File: config.mk
export PLATFORM = sky130hd
export DESIGN_NAME = mby_gmm_ring_stage
export DESIGN_NICKNAME = d
export VERILOG_FILES = /design/src/rtl/mby_gmm_pkg.sv /design/src/rtl/mby_gmm_ring_inj_fifo.sv /design/src/rtl/mby_gmm_ring_stage.sv
export SDC_FILE = /design/constraint.sdc
export NUM_CORES = 1
export LEC_CHECK = 0
export BUFFER_PORTS_ARGS = -buffer_cell sky130_fd_sc_hd__buf_4
export CORE_MARGIN = 2
export CORE_UTILIZATION = 38
export DETAILED_ROUTE_END_ITERATION = 7
export GPL_TIMING_DRIVEN = 0
export HOLD_SLACK_MARGIN = 0.08
export PLACE_DENSITY_LB_ADDON = 0.25
export SYNTH_ARGS = -nofsm -noshare
export SYNTH_HDL_FRONTEND = slang
export SYNTH_HIERARCHICAL = 1
export SYNTH_SLANG_ARGS = --single-unit
File: constraint.sdc
create_clock -name cclk -period 4.8 [get_ports cclk]
set_input_delay 0.96 -clock cclk [delete_from_list [all_inputs] [get_ports cclk]]
set_output_delay 0.96 -clock cclk [all_outputs]
set_load 0.02 [all_outputs]
File: src/rtl/mby_gmm_pkg.sv
`default_nettype none
// ============================================================================
// Module   : mby_gmm_pkg
// Brief    : Shared constants, injection entry layout and helpers for the GMM
//            tag / pod-pointer ring stops.
// Revision : 1.0 - initial release
// ============================================================================
package mby_gmm_pkg;

    // Deepest repeater pipe a ring stop may be built with
    localparam int MBY_RING_STAGE_MAX_PIPE = 4;

    // Geometry of the default (two-channel, 64-bit) ring stop
    localparam int MBY_RING_DEF_CH_W   = 1;
    localparam int MBY_RING_DEF_DATA_W = 64;

    // Width of the channel selector on the injection port
    function automatic int ring_ch_w(input int num_ch);
        return (num_ch > 1) ? $clog2(num_ch) : 1;
    endfunction

    // Injection FIFO entry for the default geometry; stops with other widths
    // declare the same {ch, data} layout sized to their own parameters.
    typedef struct packed {
        logic [MBY_RING_DEF_CH_W-1:0]   ch;
        logic [MBY_RING_DEF_DATA_W-1:0] data;
    } mby_ring_inj_t;

endpackage
`default_nettype wire

File: src/rtl/mby_gmm_ring_inj_fifo.sv
`default_nettype none
// ============================================================================
// Module   : mby_gmm_ring_inj_fifo
// Brief    : Synchronous in-order FIFO holding local ring injection entries,
//            with fill-level output and no full-to-ready bypass.
// Revision : 1.0 - initial release
// ============================================================================
module mby_gmm_ring_inj_fifo
    import mby_gmm_pkg::*;
#(
    parameter int  DEPTH   = 4,
    parameter type ENTRY_T = mby_ring_inj_t
) (
    input  logic                   cclk,
    input  logic                   reset_n,
    input  logic                   push_i,
    input  ENTRY_T                 push_data_i,
    input  logic                   pop_i,
    output ENTRY_T                 head_o,
    output logic                   ready_o,
    output logic                   empty_o,
    output logic [$clog2(DEPTH):0] count_o
);

    localparam int          AW       = $clog2(DEPTH);
    localparam logic [AW:0] FULL_CNT = (AW+1)'(DEPTH);

    ENTRY_T        mem_q [DEPTH];
    logic [AW-1:0] wr_ptr_q;
    logic [AW-1:0] rd_ptr_q;
    logic [AW:0]   count_q;
    logic [AW:0]   count_d;
    logic          push_fire;
    logic          pop_fire;

    // Ready looks only at the registered fill level, so a pop at full does
    // not open the door in the same cycle.
    assign ready_o   = (count_q < FULL_CNT);
    assign empty_o   = (count_q == '0);
    assign count_o   = count_q;
    assign head_o    = mem_q[rd_ptr_q];
    assign push_fire = push_i && ready_o;
    assign pop_fire  = pop_i && !empty_o;

    // Fill level next state: simultaneous push and pop cancel out
    always_comb begin
        count_d = count_q;
        case ({push_fire, pop_fire})
            2'b10:   count_d = count_q + 1'b1;
            2'b01:   count_d = count_q - 1'b1;
            default: count_d = count_q;
        endcase
    end

    // Pointers and fill level; reset discards all queued entries
    always_ff @(posedge cclk) begin
        if (!reset_n) begin
            wr_ptr_q <= '0;
            rd_ptr_q <= '0;
            count_q  <= '0;
        end else begin
            if (push_fire) wr_ptr_q <= wr_ptr_q + 1'b1;
            if (pop_fire)  rd_ptr_q <= rd_ptr_q + 1'b1;
            count_q <= count_d;
        end
    end

    // Entry storage; validity is defined by the pointers, so no reset needed
    always_ff @(posedge cclk) begin
        if (push_fire) mem_q[wr_ptr_q] <= push_data_i;
    end

endmodule
`default_nettype wire

File: src/rtl/mby_gmm_ring_stage.sv
`default_nettype none
// ============================================================================
// Module   : mby_gmm_ring_stage
// Brief    : N-channel GMM ring stop: PIPE_DEPTH repeater flops per channel,
//            local injection into empty slots at stage 0, and an upstream
//            stall request when the injection head stays blocked.
// Revision : 1.0 - initial release
// ============================================================================
module mby_gmm_ring_stage
    import mby_gmm_pkg::*;
#(
    parameter int NUM_CH       = 2,
    parameter int DATA_W       = 64,
    parameter int PIPE_DEPTH   = 1,
    parameter int INJ_DEPTH    = 4,
    parameter int STARVE_LIMIT = 16
) (
    input  logic                          cclk,
    input  logic                          reset_n,
    input  logic [NUM_CH-1:0]             ring_in_valid,
    input  logic [NUM_CH*DATA_W-1:0]      ring_in_data,
    output logic [NUM_CH-1:0]             ring_out_valid,
    output logic [NUM_CH*DATA_W-1:0]      ring_out_data,
    input  logic                          inj_valid,
    input  logic [ring_ch_w(NUM_CH)-1:0]  inj_ch,
    input  logic [DATA_W-1:0]             inj_data,
    output logic                          inj_ready,
    output logic [NUM_CH-1:0]             stall_req_out,
    output logic [$clog2(INJ_DEPTH):0]    inj_occupancy,
    output logic [31:0]                   inj_count
);

    localparam int            CH_W       = ring_ch_w(NUM_CH);
    localparam int            SW         = $clog2(STARVE_LIMIT + 1);
    localparam logic [SW-1:0] STARVE_MAX = SW'(STARVE_LIMIT);

    typedef struct packed {
        logic [CH_W-1:0]   ch;
        logic [DATA_W-1:0] data;
    } inj_entry_t;

    // ---------------------------------------------------------------- checks
    if (PIPE_DEPTH < 1 || PIPE_DEPTH > MBY_RING_STAGE_MAX_PIPE) begin : g_bad_pipe
        $error("mby_gmm_ring_stage: PIPE_DEPTH=%0d outside 1..%0d", PIPE_DEPTH, MBY_RING_STAGE_MAX_PIPE);
    end
    if (INJ_DEPTH < 2 || (INJ_DEPTH & (INJ_DEPTH - 1)) != 0) begin : g_bad_inj_depth
        $error("mby_gmm_ring_stage: INJ_DEPTH=%0d must be a power of 2 >= 2", INJ_DEPTH);
    end
    if (STARVE_LIMIT < 1) begin : g_bad_starve
        $error("mby_gmm_ring_stage: STARVE_LIMIT=%0d must be >= 1", STARVE_LIMIT);
    end
    if (NUM_CH < 1 || DATA_W < 1) begin : g_bad_geom
        $error("mby_gmm_ring_stage: NUM_CH and DATA_W must be >= 1");
    end

    // ------------------------------------------------------------ injection
    inj_entry_t                push_entry;
    inj_entry_t                head;
    logic                      fifo_empty;
    logic                      head_legal;
    logic                      head_occupied;
    logic                      head_blocked;
    logic                      fifo_pop;
    logic                      inj_fire;

    assign push_entry = {inj_ch, inj_data};

    mby_gmm_ring_inj_fifo #(
        .DEPTH   (INJ_DEPTH),
        .ENTRY_T (inj_entry_t)
    ) u_inj_fifo (
        .cclk        (cclk),
        .reset_n     (reset_n),
        .push_i      (inj_valid),
        .push_data_i (push_entry),
        .pop_i       (fifo_pop),
        .head_o      (head),
        .ready_o     (inj_ready),
        .empty_o     (fifo_empty),
        .count_o     (inj_occupancy)
    );

    // A head naming a nonexistent channel is popped and discarded without
    // touching the ring; a legal head waits for a bubble on its channel.
    assign head_legal    = (32'(head.ch) < NUM_CH);
    assign head_occupied = head_legal && ring_in_valid[head.ch];
    assign head_blocked  = !fifo_empty && head_occupied;
    assign fifo_pop      = !fifo_empty && !head_occupied;
    assign inj_fire      = fifo_pop && head_legal;

    // ------------------------------------------------------ stage-0 merge
    logic [NUM_CH-1:0]        s0_valid;
    logic [NUM_CH*DATA_W-1:0] s0_data;

    // Drop the head payload into its target slot only when that slot is empty
    always_comb begin
        s0_valid = ring_in_valid;
        s0_data  = ring_in_data;
        for (int c = 0; c < NUM_CH; c++) begin
            if (inj_fire && (32'(head.ch) == c)) begin
                s0_valid[c]                 = 1'b1;
                s0_data[c*DATA_W +: DATA_W] = head.data;
            end
        end
    end

    // ------------------------------------------------------ repeater pipe
    for (genvar s = 0; s < PIPE_DEPTH; s++) begin : g_pipe
        logic [NUM_CH-1:0]        valid_q;
        logic [NUM_CH*DATA_W-1:0] data_q;
        logic [NUM_CH-1:0]        valid_d;
        logic [NUM_CH*DATA_W-1:0] data_d;

        if (s == 0) begin : g_first
            assign valid_d = s0_valid;
            assign data_d  = s0_data;
        end else begin : g_next
            assign valid_d = g_pipe[s-1].valid_q;
            assign data_d  = g_pipe[s-1].data_q;
        end

        // One repeater flop; reset clears payload too so no stale slot survives
        always_ff @(posedge cclk) begin
            if (!reset_n) begin
                valid_q <= '0;
                data_q  <= '0;
            end else begin
                valid_q <= valid_d;
                data_q  <= data_d;
            end
        end
    end

    assign ring_out_valid = g_pipe[PIPE_DEPTH-1].valid_q;
    assign ring_out_data  = g_pipe[PIPE_DEPTH-1].data_q;

    // ------------------------------------------------- starvation / stall
    logic [SW-1:0]     starve_q;
    logic [SW-1:0]     starve_d;
    logic [NUM_CH-1:0] stall_q;
    logic [NUM_CH-1:0] stall_d;
    logic [31:0]       inj_count_q;
    logic [31:0]       inj_count_d;

    // Count consecutive blocked cycles of the current head, saturating
    always_comb begin
        starve_d = starve_q;
        if (fifo_empty || fifo_pop) begin
            starve_d = '0;
        end else if (head_blocked && (starve_q != STARVE_MAX)) begin
            starve_d = starve_q + 1'b1;
        end
    end

    // Ask upstream for a bubble on the head's channel once starved; one-hot
    always_comb begin
        stall_d = '0;
        for (int c = 0; c < NUM_CH; c++) begin
            stall_d[c] = head_blocked && (starve_q == STARVE_MAX) && (32'(head.ch) == c);
        end
    end

    assign inj_count_d = inj_count_q + 32'(inj_fire);

    // Starvation counter, stall request and injection count registers
    always_ff @(posedge cclk) begin
        if (!reset_n) begin
            starve_q    <= '0;
            stall_q     <= '0;
            inj_count_q <= '0;
        end else begin
            starve_q    <= starve_d;
            stall_q     <= stall_d;
            inj_count_q <= inj_count_d;
        end
    end

    assign stall_req_out = stall_q;
    assign inj_count     = inj_count_q;

    // An accepted entry with an out-of-range channel will be silently dropped
    ILLEGAL_INJ_CH: assert property (@(posedge cclk) disable iff (!reset_n)
        !(inj_valid && inj_ready && (32'(inj_ch) >= NUM_CH)))
        else $warning("mby_gmm_ring_stage: accepted inj_ch=%0d with NUM_CH=%0d, entry will be dropped",
                      inj_ch, NUM_CH);

endmodule
`default_nettype wire

==> results.ini <==
[outcome]
status=complete, no violations

[timing]
period_minus_slack_ps=4380
period_share_pct=91.3
maxSlewHeadroom_pct=21.9
finalMaxSlewViolations=0
fin_skew_ps=18.9
hold_viol=0
rsz0062_at_grt=false
clock.fmax_mhz=228
worst_pin_slew_ps=1170
setup_viol=0

[pwr]
swShare_pct=27.8
p_seq_share_pct=44.0
internal_power_mw=7.44
p_total_mw=10.3
power_frac_comb_pct=21.8
switching_power_mw=2.86
power_density_nw_per_um2=488
peakVddDrop_mv=0.272
leakage_nw=8.07
power.share.clock_pct=34.2

[worst_hold_path]
min_to=inj_count[31]
hp-start=inj_count[31]
holdPathStages=2
hold_path.class=reg -> reg

[yosys]
ys_seq_elements=438
synth.top_cell.area_share_pct=48.5
synth_common_cells=269 x nand2_1, 260 x edfxtp_1, 178 x dfxtp_1, 147 x a21oi_1, 65 x mux4_2
yosysMostFrequentCell=nand2_1
syn_inst=1159
synth-edff-count=260
synthesis.nets=1368
ys_warn_count=6
synth_cell_types=41
synth_area_leader_cell=edfxtp_1
ys_seq_area_share_pct=70.6
syn-cell-area_um2=16100
synth_area_leaders=edfxtp_1 48%, dfxtp_1 22%, mux4_2 9.1%, nand2_1 6.3%, a21oi_1 4.6%
async_flop_share_pct=0
avgSynthCellArea_um2=13.9
synthFlopType=edfxtp_1

[routing]
routed.top_layer=met4
drt_iter0_markers=569
wl_mm=43.0
drt_first_pass_iters=5
antenna_left=0
drt-vias-per-instance=4.99
routedWlPerCell_um=20.0
drc_errors=0
wl_met2_mm=21.1
wl_met1_mm=18.5
vias=10700
dr_wl_met3_mm=2.36

[grt]
antenna_found_initial=1
grt_pass1_vias=10800
grt_pass1_wl_mm=63.9
grt_overflow=0
grt_max_degree=51
grtUsageTotal_pct=19.3

[cts]
root_buffer=clkbuf_16
cts.sinks=438
numCtsBuffers=46
cts_htree_levels=2
clock_path_buffers=3
cts_tree=yes
ctsHoldBuffers=0
clkTransAtPathRegs_ps=60
clock_latency_ps=560

[critical_path]
cp_slowest_cell=or4_1
timing.rr.end=inj_count[24]
startpoint_type=flop
cp_cell_sequence=buf_6 > mux4_2 > or3_4 > nand2_1 > ha_1 > ha_1 > nand4_2 > or4_1 > buf_2 > or3_1 > a21oi_1
reg2reg_depth=11
r2r_setup_slack_ps=420
cp-end-kind=flop
crit_path_frequent_cell=ha_1
crit_required_ps=5280
arrival_ps=4860
crit_type=reg -> reg
cp_max_fo=20
critPathMaxStageDelay_ps=680

[final_layout]
stdcell_area_um2=21100
fin_nets=1781
post-route-util_pct=50.5
area_delta_synth_final_pct=31.2
drive_gt1_share_pct=32.9
layoutNonFillerInstCount=2149

[placed_design]
routabilityCongestion=0.883
hpwlAfterDp_mm=30.0
io_buffers=365
place_area_um2=19600
place_inst=2067

[floorplanning]
die-height_um=210
die-area_um2=44000
ios=366
rows=75
die_x_um=210
initial_utilization_pct=38.5
fp.coreArea_um2=41900

[flow_run]
maxCapViolCount=0

-- area by class of cell --
class | instances | area [µm²]
inverter | 17 | 63.8
buffer | 61 | 332
timing repair buffer | 369 | 2840
sequential | 438 | 11400
clock inverter | 19 | 173
antenna | 1 | 2.50
multi-input combinational | 639 | 4340
tap | 539 | 674
clock buffer | 66 | 1330
fill | 3713 | 20700
-- per-stage QoR --
step | setup TNS [ps] | hold slack, ps | setup slack (ps)
final | 0 | 497 | 416
after global routing | 0 | 525 | 103
after floorplan | 0 | 461 | 948
after CTS | 0 | 500 | 98.8
after detailed placement | -3250 | 491 | -467
after global placement | -11850 | 464 | -441
-- state kept, by name, indices dropped and copies added (netlist names), named ones only --
name	cells
u_inj_fifo/wr_ptr_q	2
ring_out_valid	2
ring_out_data	128
stall_req_out	2
inj_count	32
u_inj_fifo/count_o	3
u_inj_fifo/mem_q	260
starve_q	5
u_inj_fifo/rd_ptr_q	2
-- power by group through the flow --
stage,logic (mW),registers [mW],clock network [mW]
2_1_floorplan,1.07,4.86,0
3_3_place_gp,2.24,4.63,0
3_5_place_dp,2.29,4.61,0
4_1_cts,2.29,4.54,3.61
5_1_grt,2.44,4.56,3.75
6_report,2.24,4.53,3.52
-- cells in the final DEF, fill, tap and decap left out, types with 4 or more instances in the layout --
cell / n
a21oi_1: 147
and2_1: 6
and2_4: 4
and3_1: 4
buf_1: 6
buf_12: 6
buf_2: 8
buf_4: 366
clkbuf_1: 51
clkbuf_16: 48
clkbuf_8: 6
clkinv_1: 7
clkinv_2: 5
dfxtp_1: 178
edfxtp_1: 260
ha_1: 10
inv_1: 16
mux4_2: 65
nand2_1: 269
nand3_1: 9
nand4_1: 9
nor2_1: 23
nor3_1: 4
o21ai_0: 13
o31ai_1: 9
or3_1: 13
or4_1: 13
xnor2_1: 10
xor2_1: 8
-- what timing repair did --
action	CTS	global route
setup buffers	0	0
endpoints found under the setup margin	9	7
gates resized for setup	1	1
-- metal layers --
| layer | global-route usage (%) | vias to the layer above |
|---|---|---|
| met3 | 3.70 | 62 |
| met5 | 0 | - |
| li1 | - | 5035 |
| met2 | 32.4 | 301 |
| met4 | 6.04 | 0 |
| met1 | 25.5 | 5324 |
-- worst max-delay path: cells and delay by family, from the launching register on --
family                     cells  cell delay, ps
adders and majority gates      2             590
DFF                            1             350
and+or+nand+nor                5            2050
buffers and inverters          2             500
muxes                          1             640
AOI/OAI and AO/OA              1             140
-- kinds of logic (layout without fill, tap and decap cells) --
logic type | after synthesis | count (layout) | share of synthesized area (%)
AO/OA/AOI/OAI | 172 | 172 | 5.54
XOR/XNOR | 18 | 18 | 0.979
adder cells (fa/ha/maj) | 11 | 11 | 0.901
buffers and inverters | 82 | 532 | 2.55
flip-flops | 438 | 438 | 70.6
multiplexers | 68 | 68 | 9.28
other | 0 | 1 | 0
AND/OR/NAND/NOR | 370 | 370 | 10.1
-- worst max path at each step --
stage	start	cells past startpoint	end
after global placement	flop	13	inj_count[24]
after global routing	flop	11	inj_count[24]
after CTS	flop	11	inj_count[24]
after detailed placement	flop	13	inj_count[24]
final	flop	11	inj_count[24]
after floorplan	flop	13	inj_count[20]
Note: power is estimated with default switching activity, not from simulation.
